[config.mk]
export PLATFORM = sky130hd
export DESIGN_NAME = des_key_sched
export DESIGN_NICKNAME = d
export VERILOG_FILES = /design/src/rtl/des_key_sched.sv
export SDC_FILE = /design/constraint.sdc
export NUM_CORES = 1
export LEC_CHECK = 0
export ABC_AREA = 1
export CAP_MARGIN = 10
export CORE_ASPECT_RATIO = 0.5
export CORE_UTILIZATION = 69
export DETAILED_ROUTE_END_ITERATION = 8
export DONT_BUFFER_PORTS = 1
export PLACE_DENSITY = 0.88
export SYNTH_ARGS = -nofsm -noshare
export SYNTH_HDL_FRONTEND = slang
export SYNTH_SLANG_ARGS = --single-unit
[constraint.sdc]
create_clock -name clk -period 2.7 [get_ports clk]
set_input_delay 0.405 -clock clk [delete_from_list [all_inputs] [get_ports clk]]
set_output_delay 0.405 -clock clk [all_outputs]
set_load 0.01 [all_outputs]
[src/rtl/des_key_sched.sv]
// Sequential DES key-schedule generator: PC-1 load, per-round C/D rotation, PC-2 round keys
// streamed over valid/ready in encrypt (K1..K16) or decrypt (K16..K1) order.
module des_key_sched #(
  parameter int CHECK_PARITY = 0,
  parameter int NUM_ROUNDS   = 16
) (
  input  logic        clk,
  input  logic        rst_n,
  input  logic        start,
  input  logic        decrypt,
  input  logic [63:0] key_in,
  input  logic        flush,
  input  logic        key_ready,
  output logic [47:0] round_key,
  output logic        key_valid,
  output logic [3:0]  round_idx,
  output logic        key_last,
  output logic        busy,
  output logic        parity_err
);
  // state | meaning
  // IDLE  | no schedule; waiting for start
  // RUN   | round_key valid, advancing on each accepted beat
  typedef enum logic {IDLE, RUN} state_t;

  localparam logic [3:0] LAST_IDX = 4'(NUM_ROUNDS - 1);

  localparam int PC1 [56] = '{
    57, 49, 41, 33, 25, 17,  9,  1, 58, 50, 42, 34, 26, 18,
    10,  2, 59, 51, 43, 35, 27, 19, 11,  3, 60, 52, 44, 36,
    63, 55, 47, 39, 31, 23, 15,  7, 62, 54, 46, 38, 30, 22,
    14,  6, 61, 53, 45, 37, 29, 21, 13,  5, 28, 20, 12,  4};

  localparam int PC2 [48] = '{
    14, 17, 11, 24,  1,  5,  3, 28, 15,  6, 21, 10,
    23, 19, 12,  4, 26,  8, 16,  7, 27, 20, 13,  2,
    41, 52, 31, 37, 47, 55, 30, 40, 51, 45, 33, 48,
    44, 49, 39, 56, 34, 53, 46, 42, 50, 36, 29, 32};

  // DES bit n of a W-bit vector lives at index W-n
  function automatic logic [55:0] pc1(input logic [63:0] k);
    logic [55:0] r;
    r = '0;
    for (int i = 0; i < 56; i++) r[6'(55 - i)] = k[6'(64 - PC1[i])];
    return r;
  endfunction

  function automatic logic [47:0] pc2(input logic [55:0] v);
    logic [47:0] r;
    r = '0;
    for (int i = 0; i < 48; i++) r[6'(47 - i)] = v[6'(56 - PC2[i])];
    return r;
  endfunction

  function automatic logic [27:0] rot28(input logic [27:0] h, input logic left, input logic one);
    if (left) return one ? {h[26:0], h[27]} : {h[25:0], h[27:26]};
    return one ? {h[0], h[27:1]} : {h[1:0], h[27:2]};
  endfunction

  function automatic logic s_one(input logic [4:0] n);
    return (n == 5'd1) || (n == 5'd2) || (n == 5'd9) || (n == 5'd16);
  endfunction

  state_t      state, state_nxt;
  logic [55:0] cd, pc1_key, cd_step;
  logic        mode_dec, accept, load, last_idx, par_bad, step_one;

  assign key_valid = (state == RUN);
  assign busy      = key_valid;
  assign last_idx  = (round_idx == LAST_IDX);
  assign key_last  = key_valid && last_idx;
  assign accept    = key_valid && key_ready;
  assign load      = (state == IDLE) && start && !flush;
  assign round_key = pc2(cd);
  assign pc1_key   = pc1(key_in);

  // encrypt leaves round r for r+1 with s(r+1); decrypt undoes round 17-r with s(17-r)
  assign step_one = mode_dec ? s_one(5'd16 - {1'b0, round_idx})
                             : s_one({1'b0, round_idx} + 5'd2);
  assign cd_step  = {rot28(cd[55:28], !mode_dec, step_one), rot28(cd[27:0], !mode_dec, step_one)};

  always_comb begin
    par_bad = 1'b0;
    for (int b = 0; b < 8; b++) par_bad = par_bad | ~(^key_in[8*b +: 8]);
  end

  always_comb begin
    state_nxt = state;
    case (state)
      IDLE:    if (start && !flush) state_nxt = RUN;
      RUN:     if (flush || (accept && last_idx)) state_nxt = IDLE;
      default: state_nxt = IDLE;
    endcase
  end

  always_ff @(posedge clk or negedge rst_n) begin
    if (!rst_n) state <= IDLE;
    else        state <= state_nxt;
  end

  always_ff @(posedge clk or negedge rst_n) begin
    if (!rst_n) begin
      cd         <= '0;
      round_idx  <= '0;
      mode_dec   <= 1'b0;
      parity_err <= 1'b0;
    end else if (flush) begin
      round_idx <= '0;
    end else if (load) begin
      mode_dec   <= decrypt;
      round_idx  <= '0;
      cd         <= decrypt ? pc1_key
                            : {rot28(pc1_key[55:28], 1'b1, 1'b1), rot28(pc1_key[27:0], 1'b1, 1'b1)};
      parity_err <= (CHECK_PARITY != 0) && par_bad;
    end else if (accept) begin
      if (last_idx) begin
        round_idx <= '0;
      end else begin
        round_idx <= round_idx + 4'd1;
        cd        <= cd_step;
      end
    end
  end

  // reverse order only lines up with the key when the full 16 rounds are issued
  assert property (@(posedge clk) disable iff (!rst_n)
                   (start && !busy && !flush && decrypt) |-> (NUM_ROUNDS == 16));

endmodule

After elaboration in Yosys (flattened, before gate mapping):

Index checks and enable logic that the tools add are counted.

* add/sub/neg operators: 3
* equality and inequality tests: 10
* muxes and demuxes: 22
* bitwise logic cells: 2
* reduce and logical (&&, ||, !) cells: 18

Operator list (count)
* $mux 28: 8
* $mux 56: 4
* $mux 4: 4
* $eq 5x1->1 const B: 2
* $eq 5x2->1 const B: 2
* $eq 5x4->1 const B: 2
* $eq 5x5->1 const B: 2
* $logic_or 1x1->1: 7
* $logic_and 1x1->1: 6
* $add 4x2->5 const B: 1
* $mux 1: 5
* $sub 5x4->5 const A: 1
* $add 4x1->4 const B: 1
* $eq 4x4->1 const B: 1
* $reduce_and 3->1: 1
* $reduce_bool 3->1: 1
* $ne 2x2->1 const B: 1
* $not 1->1: 2
* $pmux 1 s2: 1
* $reduce_and 2->1: 1
* $reduce_bool 2->1: 1
* $logic_not 1->1: 1

* register bits after elaboration: 62
* output and inout bits: 56
* logic and storage cells: 59

Logic depth before layout (Yosys ltp):

Gate-level depths: netlist of run 1.

* depth in word-level cells: 11
* mapped depth: 16
* gate-level depth less buffers: 14

Worst setup path after synthesis of run 1:

No wires, ideal clock.

* path type: register -> register
* start: reg round_idx[1]
* end: reg cd[48]
* setup time: 0.118 ns
* arrival: 1.801 ns
* slack: 0.781 ns
* cell stages (with the launch flop): 13
* clock period less this slack: 1.919 ns
* cells stage by stage: dfrtp_1 > inv_1 > ha_1 > a21oi_1 > o21bai_1 > nand2_2 > nand2_2 > buf_6 > buf_4 > nand2_1 > nand3_1 > nand3_1 > nand2_1

* word-level cells in the longest chain between the ends: 11
* elaborated cells between the ends (all ways): 26

Ends and longest elaborated chain
* start, declared: RTL line 16 `output logic [3:0] round_idx,`
* start signal, assigned: RTL line 119 `round_idx <= round_idx + 4'd1;`
* $sub 5x4->5 / $add 4x2->5 (equally long branches): RTL line 78, 79
* $eq 5x1->1 / $eq 5x2->1 (equally long branches): RTL line 61 `return (n == 5'd1) || (n == 5'd2) || (n == 5'd9) || (n == 5'd16);`
* $logic_or 1x1->1 (3 in series): RTL line 61
* $mux 1: RTL line 78 `assign step_one = mode_dec ? s_one(5'd16 - {1'b0, round_idx})`
* $mux 28, on equally long branches: RTL line 56, 57
* $mux 28: RTL line 57 `return one ? {h[0], h[27:1]} : {h[1:0], h[27:2]};`
* $mux 56: RTL line 116 `if (last_idx) begin`
* $mux 56: RTL line 115 `end else if (accept) begin`
* $mux 56: RTL line 109 `end else if (load) begin`
* end signal, assigned: RTL line 112 `cd <= decrypt ? pc1_key`
* end signal, assigned: RTL line 120 `cd <= cd_step;`
* end, declared: RTL line 65 `logic [55:0] cd, pc1_key, cd_step;`

Several ways; a longest one is shown, not always the timed one. The select of a mux whose other input is x is not followed.
A chain may end at the register's enable or synchronous reset.

Worst setup path in the final report of run 1:

* start: reg round_idx[0]
* end: reg cd[10]

The elaborated chain is that of the path after synthesis.

==> results.yml, run 1 <==
worst_setup_path:
  crit_path_start_kind: "flop"
  crit_path_frequent_cell: "nand2_1"
  crit_fanout: 28
  cp_slowest_cell: "dfrtp_1"
  r2r_slack_ns: 0.25
  r2r_cells: 15
  worstSetupPathType: "reg -> reg"
  crit_arrival_ns: 2.73
  reg2reg_from: "round_idx[0]"
  critPathBufInv: 3
  path_delay_family: "simple AND/OR/NAND/NOR gates"
  cpPeakStageDelay_ns: 0.47
  end_kind: "flop"
  r2r_end: "cd[10]"
  critPathRequiredTime_ns: 2.98
  crit_path_cell_trace: "inv_1 > ha_1 > nor2_1 > nor2_1 > nand2_1 > a21oi_1 > nand2_2 > nand2_2 > buf_6 > nand2_1 > nand2_1 > nand2_1 > nand3_1 > nand2_1 > inv_1"
final_layout:
  utilization_pct: 76.07
  finish.instance_area_um2: 4797
  drive_gt1_share_pct: 7.948
  fill_cells: 488
  antenna_cells: 0
  layout.nets: 764
  area_growth_pct: 2.322
floorplan:
  core_area_um2: 6306
  die_w_um: 118.6
  ios: 126
  initial_core_util_pct: 74.35
  std_cell_rows: 20
  die_h_um: 60.29
  die_area_um2: 7148
pwr:
  p_comb_share_pct: 33.8
  intPower_mw: 2.530
  peakVddDrop_mv: 0.5901
  clkPwrFrac_pct: 31.7
  p_leak_nw: 2.663
  power.total_mw: 4.165
  power.density_nw_per_um2: 868.3
  p_sw_share_pct: 39.27
  switchingPower_mw: 1.636
  p_seq_share_pct: 34.6
logic_synthesis:
  syn_area_per_cell_um2: 6.458
  ys_seq_area_share_pct: 33.09
  yosysWarningCount: 0
  synth.distinct_cells: 23
  ys_top_cells_by_area: "dfrtp_1, nand2_1, nand3_1"
  synth_largest_area_cell: "dfrtp_1"
  syn_inst: 726
  yosysTopAreaCellShare_pct: 33.09
  ys_ff_latch: 62
  syn_area_um2: 4688
clocking:
  post-cts-setup-buffers: 0
  clk_pin_slew_ns: 0.05
  cts_max_level: 3
  clockRootBuffer: "clkbuf_16"
  clock_path_buffers: 2
  cts.sinks: 62
  clk_latency_ns: 0.34
  cts_buffers: 9
  cts_tree: "yes"
timing:
  min_period_over_period_pct: 90.67
  rsz0062_at_grt: "no"
  final_hold_viol_count: 0
  skew_ns: 0.006279
  finalCriticalPeriod_ns: 2.448
  worstMarginPinSlew_ns: 0.6924
  slew_violations: 0
  tns_ns: 0
  max_freq_ghz: 0.4085
  maxSlewHeadroom_pct: 53.79
  final-setup-viol-count: 0
global_routing:
  grt_overflow: 0
  grt_pass1_wl_mm: 18.60
  grtUsageTotal_pct: 33.17
  grt_pass1_vias: 4063
  grt_max_degree: 63
  antenna_found_initial: 0
route:
  routed_via_density: 5.917
  first_iter_violations: 564
  wire_per_inst_um: 14.42
  drc: 0
  vias: 4615
  dr.pass1.iters: 7
  finalWirelength_mm: 11.25
  ant_nets: 0
worst_hold_path:
  hold_path_depth: 3
  min_from: "flush"
  min_delay_worst_endpoint: "round_idx[2]"
  min_path_type: "in -> reg"
placement:
  place_area_um2: 4405
  numPortBuffers: 0
  hpwl_mm: 7.172
  gp_congestion: 0.9140
job:
  drv_cap: 0
outcome:
  status: "completed"
## routing by layer
metal / global-route usage (%) / share of wire (%) / vias to the layer above
met5: 0 / 0 / -
met4: 12.66 / 2.6 / 0
met3: 11.83 / 12 / 40
met2: 50.96 / 43 / 312
met1: 43.47 / 43 / 2076
li1: - / - / 2187
## layout make-up
class	instances	area (um^2)	area share (%)
Inverter	57	217.7	4.538
Timing Repair Buffer	13	123.9	2.582
Clock buffer	10	229.0	4.773
Sequential cell	62	1551	32.34
Timing Repair inverter	1	7.507	0.1565
Tap cell	88	110.1	2.295
Multi-Input combinational cell	543	2447	51.02
Clock inverter	6	110.1	2.295
## per-stage QoR
step | hold WS [ns] | setup slack (ns) | std cells
6_report | 0.2351 | 0.2519 | 780
5_1_grt | 0.2503 | 0.004112 | 780
4_1_cts | 0.2276 | 0.1892 | 779
3_5_place_dp | 0.1102 | 0.2151 | 761
3_3_place_gp | 0.1103 | 0.2581 | 761
2_1_floorplan | 0.1094 | 0.7808 | 748
## Yosys cell counts
library cell  count
ha_1              7
o221ai_1          2
a221oi_1          2
nand3_1         168
dfrtp_1          62
inv_2             3
o21ai_0           7
a21oi_1          12
clkbuf_1         14
o21bai_1          1
clkinv_1          3
nand2_1         282
buf_1             5
nand2_2           3
nand4_1           1
nor2_1            7
buf_2            11
o211ai_1          8
buf_6             3
or2_2            20
inv_1            51
buf_4            53
conb_1            1
## worst min-delay path, stage by stage
cell and delay (ns):
nor2_1 0.04, nand2_1 0.05, a21oi_1 0.04
## power by group through the flow
stage          registers, mW  clock network (mW)  logic (mW)
3_5_place_dp            1.45                   0        1.32
4_1_cts                 1.43                1.33        1.36
2_1_floorplan           1.30                   0        1.40
5_1_grt                 1.47                1.37        1.58
6_report                1.44                1.32        1.41
3_3_place_gp            1.44                   0        1.28
## timing repair
action | 4_1_cts | 5_1_grt
endpoints found under the setup margin | 0 | 30
hold endpoints to repair | 62 | 0
hold buffers | 2 | 0
gates resized for setup | 0 | 3
## worst max-delay path by stage
| stage | from | to | slack, ns | depth (start not counted) |
|---|---|---|---|---|
| global route | round_idx[0] | cd[10] | 0.004 | 15 |
| finish | round_idx[0] | cd[10] | 0.25 | 15 |
| detailed placement | round_idx[0] | cd[37] | 0.22 | 13 |
| global placement | round_idx[0] | cd[41] | 0.26 | 13 |
| floorplan | round_idx[1] | cd[48] | 0.78 | 12 |
| CTS | round_idx[0] | cd[39] | 0.19 | 13 |
## sequential cells by signal, indices dropped and copies added, names as in the netlist
name       cells
round_idx      4
cd            56
mode_dec       1
busy           1
## cell families (layout without fill, tap and decap cells)
family	count (synthesis)	in the layout	synth area share, %
flip-flops	62	62	33.09
adder cells (fa/ha/maj)	7	7	1.868
buffers and inverters	143	87	16.47
AO/OA/AOI/OAI	32	32	4.217
other	1	23	0.07999
AND/OR/NAND/NOR	481	481	44.28
## cell usage in the layout (no fill, tap or decap), types with 2 or more instances in the layout
cell type     n
o211ai_1      8
inv_1        50
dfrtp_1      62
bufinv_16     3
or2_2        20
nor2_1        7
o221ai_1      2
nand2_2       3
ha_1          7
nand3_1     168
clkbuf_16     9
nand2_1     282
inv_2         3
a21oi_1      12
conb_1       23
clkinv_1      3
a221oi_1      2
clkinvlp_4    4
buf_4        10
o21ai_0       7
No activity file was read; power rests on OpenSTA's default activity.
==> run 2: changes to the inputs <==
PLACE_DENSITY = 0.89   (was 0.88)
==> results.yml, run 2 (same netlist as run 1, synthesis figures left out) <==
timing:
  skew_ns: 0.007931
  fin_ws_ns: 0.2391
  maxSlewHeadroom_pct: 53.80
  worstMarginPinSlew_ns: 0.6923
  max_freq_ghz: 0.4064
  finalCriticalPeriod_ns: 2.461
  slew_violations: 0
  rsz0062_at_grt: "no"
  tns_ns: 0
  final_hold_viol_count: 0
  final-setup-viol-count: 0
  min_period_over_period_pct: 91.14
final_layout:
  drive_gt1_share_pct: 7.391
  largest_reg_flops: 56
  area_growth_pct: 1.174
  antenna_cells: 0
  layout.nets: 762
  final_cell_mix: "nand2_1, nand3_1, dfrtp_1, inv_1, conb_1"
  layout_commonest_cell: "nand2_1"
  regMostFlops: "cd"
  reg.largest.list: "cd x56, round_idx x4"
global_routing:
  grt_pass1_vias: 3901
  grt_max_degree: 63
  grtUsageTotal_pct: 33.59
  grt_pass1_wl_mm: 18.63
  grt_overflow: 0
  antenna_found_initial: 0
worst_setup_path:
  crit_path_cell_trace: "inv_1 > ha_1 > inv_1 > nand2_1 > nand3_1 > nand2_1 > nand2_2 > nand2_2 > inv_1 > nand2_1 > nand3_1 > nand3_1 > nand2_1"
  crit_path_frequent_cell: "nand2_1"
  cp_slowest_cell: "dfrtp_1"
  end_kind: "flop"
  crit_fanout: 22
  crit_arrival_ns: 2.74
  crit_path_start_kind: "flop"
  worstSetupPathType: "reg -> reg"
  critPathRequiredTime_ns: 2.97
  cpPeakStageDelay_ns: 0.50
worst_hold_path:
  min_path_type: "in -> reg"
placement:
  hpwl_mm: 7.122
  gp_congestion: 0.9228
  numPortBuffers: 0
  dp_slack_ns: 0.3063
route:
  routed_via_density: 5.936
  vias: 4618
  first_iter_violations: 567
  ant_nets: 0
  dr.pass1.iters: 5
  wire_per_inst_um: 14.73
  finalWirelength_mm: 11.46
  drc: 0
pwr:
  p_leak_nw: 2.656
  peakVddDrop_mv: 0.6534
  power.total_mw: 3.983
  power.density_nw_per_um2: 839.6
clocking:
  clock_path_buffers: 2
  clk_pin_slew_ns: 0.05
  cts_tree: "yes"
  clk_latency_ns: 0.34
  clockRootBuffer: "clkbuf_16"
  post-cts-setup-buffers: 0
  cts_max_level: 3
  cts_buffers: 9
  cts.sinks: 62
outcome:
  status: "completed"
floorplan:
  std_cell_rows: 20
  die_area_um2: 7148
  ios: 126
  initial_core_util_pct: 74.35
  die_w_um: 118.6
  core_area_um2: 6306
  die_h_um: 60.29
job:
  drv_cap: 0
run 2: cell count changes in the layout (fill, tap and decap cells not counted):
cell / change
buf_12: +2
buf_4: -2
buf_6: -1
bufinv_16: -2
clkbuf_1: +1
clkinv_2: +3
clkinvlp_4: -4
inv_1: +1
run 2: what timing repair did:
action,in CTS,in global routing
endpoints found under the hold margin,62,0
hold buffers,2,0
gates resized for setup,0,0
run 2: path summary, 6_finish.rpt:
path,from,to,slack (ns),cells after the start
hold / removal,flush,round_idx[2],0.23,3
setup reg to reg,round_idx[0],cd[33],0.24,13
hold reg to reg,cd[40],cd[40],0.50,2
setup / recovery,round_idx[0],cd[33],0.24,13
max in group asynchronous,rst_n,cd[41],1.85,2
min in group asynchronous,rst_n,cd[2],0.61,2
run 2: critical path, delay by kind of cell (launching register included):
kind | cells | cell delay, ns
simple gates | 9 | 0.85
buf+inv | 3 | 0.74
fa+ha+maj | 1 | 0.28
flops | 1 | 0.50
run 2: through the flow:
step | util, % | hold WS (ns) | cell area, um^2 | instances
3_5_place_dp | 70.14 | 0.1102 | 4423 | 760
3_3_place_gp | 70.14 | 0.1103 | 4423 | 760
5_1_grt | 75.22 | 0.2758 | 4743 | 778
6_report | 75.22 | 0.2282 | 4743 | 778
4_1_cts | 75.22 | 0.2246 | 4743 | 778
2_1_floorplan | - | 0.1094 | 4771 | 748
run 2: final cells by class:
type	count	area (um^2)
Tap cell	88	110.1
Timing Repair Buffer	12	137.6
Sequential cell	62	1551
Clock inverter	5	50.05
Clock buffer	11	232.7
Multi-Input combinational cell	543	2447
Fill cell	482	1563
Inverter	57	214.0
run 2: power by group:
part	internal, mW	switching, mW
clock	0.708	0.420
combinational	0.494	0.931
sequential	1.14	0.287
run 2: routing by layer:
metal	vias up	track usage, %	part of all wire [%]
li1	2190	-	-
met2	306	52.80	44
met3	28	12.02	12
met5	-	0	0
met4	0	9.222	1.9
met1	2094	44.32	42
